==> config.mk <==
export PLATFORM = sky130hd
export DESIGN_NAME = param_fifo_flat
export DESIGN_NICKNAME = d
export VERILOG_FILES = /design/src/rtl/param_fifo_if.sv /design/src/rtl/param_fifo.sv /design/src/flat_wrapper.sv
export SDC_FILE = /design/constraint.sdc
export NUM_CORES = 1
export LEC_CHECK = 0
export CAP_MARGIN = 25
export CORE_MARGIN = 2
export CORE_UTILIZATION = 49
export DETAILED_ROUTE_END_ITERATION = 8
export PLACE_DENSITY = 0.75
export RECOVER_POWER = 25
export SYNTH_ARGS = -nofsm -noshare
export SYNTH_HDL_FRONTEND = slang
export SYNTH_SLANG_ARGS = --single-unit
==> constraint.sdc <==
create_clock -name clk -period 1.89 [get_ports clk]
set_input_delay 0.378 -clock clk [delete_from_list [all_inputs] [get_ports clk]]
set_output_delay 0.378 -clock clk [all_outputs]
set_load 0.05 [all_outputs]
==> src/rtl/param_fifo_if.sv <==
// Handshake and status bundle between param_fifo and its producer/consumer.
interface param_fifo_if #(
  parameter int unsigned WIDTH  = 21,
  parameter int unsigned ADDR_W = 2
);
  logic              wrreq;
  logic [WIDTH-1:0]  data;
  logic              rdreq;
  logic              clr_err;
  logic [WIDTH-1:0]  q;
  logic              full;
  logic              empty;
  logic              almost_full;
  logic              almost_empty;
  logic [ADDR_W:0]   usedw;
  logic              overflow;
  logic              underflow;

  modport master (
    output wrreq, data, rdreq, clr_err,
    input  q, full, empty, almost_full, almost_empty, usedw, overflow, underflow
  );

  modport slave (
    input  wrreq, data, rdreq, clr_err,
    output q, full, empty, almost_full, almost_empty, usedw, overflow, underflow
  );
endinterface

==> src/rtl/param_fifo.sv <==
// Parametrised synchronous FIFO with occupancy, almost flags and sticky error flags.
// Define PARAM_FIFO_SHOWAHEAD_EN for show-ahead reads (q = head word, rdreq pops).
module param_fifo #(
  parameter int unsigned WIDTH    = 21,
  parameter int unsigned ADDR_W   = 2,
  parameter int unsigned AF_LEVEL = 3,
  parameter int unsigned AE_LEVEL = 1
) (
  input logic         clk,
  input logic         rst,
  param_fifo_if.slave bus
);
  localparam int unsigned     DEPTH    = 1 << ADDR_W;
  localparam logic [ADDR_W:0] CNT_FULL = DEPTH[ADDR_W:0];
  localparam logic [ADDR_W:0] AF_CNT   = AF_LEVEL[ADDR_W:0];
  localparam logic [ADDR_W:0] AE_CNT   = AE_LEVEL[ADDR_W:0];

  logic [WIDTH-1:0]  mem [DEPTH];
  logic [ADDR_W-1:0] wp;
  logic [ADDR_W-1:0] rp;
  logic [ADDR_W:0]   cnt;
  logic              ovf;
  logic              udf;
  logic              is_full;
  logic              is_empty;
  logic              wa;
  logic              ra;

  assign is_full  = (cnt == CNT_FULL);
  assign is_empty = (cnt == '0);

  // A pop in the same cycle frees the slot, so a full FIFO still takes a write.
  assign ra = bus.rdreq & ~is_empty;
  assign wa = bus.wrreq & (~is_full | ra);

  always_ff @(posedge clk) begin
    if (wa) begin
      mem[wp] <= bus.data;
    end
  end

  always_ff @(posedge clk or posedge rst) begin
    if (rst) begin
      wp  <= '0;
      rp  <= '0;
      cnt <= '0;
      ovf <= 1'b0;
      udf <= 1'b0;
    end else begin
      if (wa) begin
        wp <= wp + 1'b1;
      end
      if (ra) begin
        rp <= rp + 1'b1;
      end
      case ({wa, ra})
        2'b10:   cnt <= cnt + 1'b1;
        2'b01:   cnt <= cnt - 1'b1;
        default: cnt <= cnt;
      endcase
      ovf <= (bus.wrreq & ~wa) | (ovf & ~bus.clr_err);
      udf <= (bus.rdreq & ~ra) | (udf & ~bus.clr_err);
    end
  end

`ifdef PARAM_FIFO_SHOWAHEAD_EN
  assign bus.q = mem[rp];
`else
  logic [WIDTH-1:0] q_r;

  always_ff @(posedge clk or posedge rst) begin
    if (rst) begin
      q_r <= '0;
    end else if (ra) begin
      q_r <= mem[rp];
    end
  end

  assign bus.q = q_r;
`endif

  assign bus.full         = is_full;
  assign bus.empty        = is_empty;
  assign bus.almost_full  = (cnt >= AF_CNT);
  assign bus.almost_empty = (cnt <= AE_CNT);
  assign bus.usedw        = cnt;
  assign bus.overflow     = ovf;
  assign bus.underflow    = udf;
endmodule

==> src/flat_wrapper.sv <==
// flat-port wrapper written by rule: the top's interface ports become plain ports
module param_fifo_flat 
#(
  parameter int unsigned WIDTH    = 21,
  parameter int unsigned ADDR_W   = 2,
  parameter int unsigned AF_LEVEL = 3,
  parameter int unsigned AE_LEVEL = 1
)
  (clk, rst, bus_wrreq, bus_data, bus_rdreq, bus_clr_err, bus_q, bus_full, bus_empty, bus_almost_full, bus_almost_empty, bus_usedw, bus_overflow, bus_underflow);
  param_fifo_if #(.WIDTH(WIDTH), .ADDR_W(ADDR_W)) bus_i ();
  input logic clk;
  input logic rst;
  input wire logic [$bits(bus_i.wrreq)-1:0] bus_wrreq;
  input wire logic [$bits(bus_i.data)-1:0] bus_data;
  input wire logic [$bits(bus_i.rdreq)-1:0] bus_rdreq;
  input wire logic [$bits(bus_i.clr_err)-1:0] bus_clr_err;
  output wire logic [$bits(bus_i.q)-1:0] bus_q;
  output wire logic [$bits(bus_i.full)-1:0] bus_full;
  output wire logic [$bits(bus_i.empty)-1:0] bus_empty;
  output wire logic [$bits(bus_i.almost_full)-1:0] bus_almost_full;
  output wire logic [$bits(bus_i.almost_empty)-1:0] bus_almost_empty;
  output wire logic [$bits(bus_i.usedw)-1:0] bus_usedw;
  output wire logic [$bits(bus_i.overflow)-1:0] bus_overflow;
  output wire logic [$bits(bus_i.underflow)-1:0] bus_underflow;
  assign bus_i.wrreq = bus_wrreq;
  assign bus_i.data = bus_data;
  assign bus_i.rdreq = bus_rdreq;
  assign bus_i.clr_err = bus_clr_err;
  assign bus_q = bus_i.q;
  assign bus_full = bus_i.full;
  assign bus_empty = bus_i.empty;
  assign bus_almost_full = bus_i.almost_full;
  assign bus_almost_empty = bus_i.almost_empty;
  assign bus_usedw = bus_i.usedw;
  assign bus_overflow = bus_i.overflow;
  assign bus_underflow = bus_i.underflow;
  param_fifo #(.WIDTH(WIDTH), .ADDR_W(ADDR_W), .AF_LEVEL(AF_LEVEL), .AE_LEVEL(AE_LEVEL)) u_core (.clk(clk), .rst(rst), .bus(bus_i));
endmodule
==> results.py <==
metrics = {
    "setup_path": {
        "crit_chain": "ha_4 -> ha_4 -> nor2_4 -> o21ai_2 -> buf_6",
        "critPathLaunchType": "flip-flop",
        "cp.required_ns": 1.51,
        "path_max_fanout": 4,
        "critical_path_class": "reg -> out",
        "crit_path_top_delay_cell": "dfrtp_2",
        "cp-end-kind": "primary output",
        "cpMostUsedCell": "ha_4",
        "r2r-start": "u_core.bus.usedw[0]",
        "worstSetupStartpoint": "u_core.bus.usedw[1]",
        "max_stage_delay_ns": 0.44,
        "crit_arrival_ns": 1.56,
    },
    "finish": {
        "nNetsFinal": 330,
        "register_area_sq_um": 3277,
        "post-route-util_pct": 67.97,
        "fill_cells": 557,
        "multi_input_area_sq_um": 1151,
        "drive_gt1_share_pct": 40.91,
        "area_delta_synth_final_pct": 33.74,
        "n_antenna_cell": 0,
    },
    "detailed_routing": {
        "wl_um": 7954,
        "routed-via-count": 2187,
        "dr.pass1.iters": 4,
        "avgViaCountPerCell": 5.257,
        "drtIter0Drc": 124,
        "wl_per_cell_um": 19.12,
        "antenna_left": 0,
        "drc": 0,
    },
    "die": {
        "ios": 56,
        "core-area_sq_um": 8806,
        "die_w_um": 99.57,
        "fp-row-count": 34,
        "dieArea_sq_um": 9914,
        "die_h_um": 99.57,
        "start_util_pct": 50.82,
    },
    "yosys": {
        "synth_seq_cells": 114,
        "synth-edff-count": 84,
        "synth-simple-area-share_pct": 1.621,
        "synth_fp_nets": 246,
        "synthMuxAreaShare_pct": 17.86,
        "synth_cell_type_count": 26,
        "syn_area_per_cell_sq_um": 21.21,
        "synth_fa_ha_area_share_pct": 2.516,
        "ys_seq_area_share_pct": 73.13,
        "synth_top_family_by_area": "multiplexers",
        "synthFlopType": "edfxtp_1",
        "syn_area_sq_um": 4476,
        "synth_xor_area_share_pct": 0.9785,
        "synth_compound_area_share_pct": 1.174,
        "ys_warn_count": 0,
        "async_reset_ff_share_pct": 26.32,
        "synthCells": 211,
    },
    "placed_design": {
        "io_buffers": 55,
        "place.gp.congestion": 0.7791,
        "dp_hpwl_um": 4827,
    },
    "timing": {
        "fin_crit_ns": 1.938,
        "drv_slew": 0,
        "post-route-period-util_pct": 102.5,
        "relSlewSlack_pct": 47.59,
        "skew_ns": 0.005815,
        "hold_viol": 0,
        "fmax_ghz": 0.5161,
        "tightest_slew_ns": 0.7861,
        "rsz0062_at_grt": "yes",
        "finalSetupViolCount": 2,
        "finalWorstSetupSlack_ns": -0.04773,
    },
    "power_and_ir_drop": {
        "p_leak_nw": 2.288,
        "irDropWorstVdd_mv": 0.8740,
        "finalPower_mw": 11.42,
        "power_density_nw_per_um2": 1909,
    },
    "status": {
        "violations": "setup timing",
        "status": "finished, violations left",
    },
    "min_path": {
        "hp-class": "reg -> reg",
        "hp-start": "u_core.bus.q[2]",
    },
    "clocking": {
        "insertion_delay_ns": 0.51,
        "ctsHtreeMaxLevel": 4,
        "cts_tree": "yes",
        "cts-root-buf": "clkbuf_8",
        "cts_buffers": 17,
        "cts.sink_count": 114,
        "clockBufferDepth": 2,
        "cts.clk_slew.worst_paths_ns": 0.06,
    },
    "grt": {
        "grt_pass1_vias": 2301,
        "track_usage_pct": 17.70,
        "grt_max_degree": 31,
        "grt_pass1_wl_um": 12650,
        "grt_overflow": 0,
        "antenna_found_initial": 0,
    },
    "run": {
        "maxCapViolations": 0,
    },
}
## cell usage after synthesis, types with 2 or more instances
library cell	instances	share of area [%]
nand2_1	2	0.17
a22o_1	2	0.39
mux4_1	3	1.8
and2_1	5	0.70
inv_1	11	0.92
buf_2	2	0.22
xnor2_1	4	0.78
mux2_2	4	1.0
mux4_2	18	9.1
mux2_4	18	6.0
buf_4	2	0.34
o21ai_0	2	0.22
nor2_1	4	0.34
ha_1	9	2.5
buf_12	2	0.89
dfrtp_1	30	17
edfxtp_1	84	56
## layout by cell type (no fill, tap or decap), types with 3 or more instances in the layout
cell type / synthesis / routed
mux2_4: 18 / 18
mux2_2: 4 / 4
dlygate4sd2_1: 0 / 14
mux4_2: 18 / 18
edfxtp_1: 84 / 84
dlygate4sd3_1: 0 / 10
bufinv_16: 0 / 5
clkbuf_16: 0 / 16
buf_12: 2 / 9
buf_4: 2 / 23
ha_1: 9 / 5
dfrtp_2: 0 / 3
inv_2: 0 / 5
inv_1: 11 / 6
xnor2_1: 4 / 4
mux4_1: 3 / 3
clkinvlp_4: 0 / 7
ha_4: 0 / 4
nor2_1: 4 / 3
clkdlybuf4s50_1: 0 / 15
and2_2: 0 / 5
dfrtp_1: 30 / 27
## registers in the layout (all words and copies together), names as in the netlist
name,flops
u_core.mem,84
u_core.bus.q,21
u_core.bus.usedw,3
u_core.rp,2
u_core.wp,2
u_core.bus.overflow,1
u_core.bus.underflow,1
## timing repair
| item | 4_1_cts | 5_1_grt |
|---|---|---|
| hold buffers | 0 | 0 |
| buffers inserted | 3 | 0 |
| endpoints found under the hold margin | 0 | 0 |
| resized for setup | 23 | 5 |
| setup endpoints to repair | 17 | 3 |
## layout make-up
class                      count  area share, %
tap                          108          2.258
multi-input combinational     78          19.23
timing repair buffer          73          12.40
sequential                   114          54.74
inverter                      11         0.6898
clock inverter                14          3.533
clock buffer                  18          7.149
## stage by stage
step | setup slack [ns] | instance area (sq um) | std cells | hold WS (ns) | TNS, ns
2_1_floorplan | 0.02013 | 4502 | 211 | 0.4687 | 0
5_1_grt | -0.09251 | 5986 | 416 | 0.5241 | -0.2208
3_5_place_dp | 0.001143 | 5303 | 381 | 0.4981 | 0
6_report | -0.04773 | 5986 | 416 | 0.5015 | -0.05509
4_1_cts | -0.08836 | 5988 | 416 | 0.1980 | -0.1071
3_3_place_gp | 0.04623 | 5303 | 381 | 0.4920 | 0
## logic make-up (layout without fill, tap and decap cells)
group,count (synthesis),in the layout
mux,43,43
xor+xnor,5,5
buf+inv,19,116
fa+ha+maj,9,9
flops,114,114
compound gates,8,8
simple gates,13,13
## worst max-delay path: cells and delay by family (launching register included)
family          cells  cell delay (ns)
compound gates      1             0.06
fa+ha+maj           2             0.32
buf+inv             1             0.15
flops               1             0.44
simple gates        1             0.07
## path summary, 6_finish.rpt
kind	to	slack, ns	cells past startpoint
max	bus_almost_full	-0.05	5
min	u_core.bus.q[2]	0.50	1
max reg2reg	u_core.mem[2][14]	0.21	6
min reg2reg	u_core.bus.q[2]	0.50	1
max in group asynchronous	u_core.bus.usedw[0]	0.80	3
min in group asynchronous	u_core.bus.q[2]	0.54	3
## report_power, final
group	total (mW)	switching, mW	internal, mW
logic	4.31	2.40	1.92
clock network	3.38	1.08	2.30
registers	3.74	0.308	3.43
total	11.4	3.79	7.64
## routing by layer
metal  routed length (um)  vias to the layer above  global-route usage [%]
li1                     -                      996                       -
met5                    0                        -                       0
met3                  284                       12                   5.271
met1                 3508                     1123                   22.74
met4                  147                        0                   8.641
met2                 4013                       56                   27.81
No activity file was read; power rests on OpenSTA's default activity.
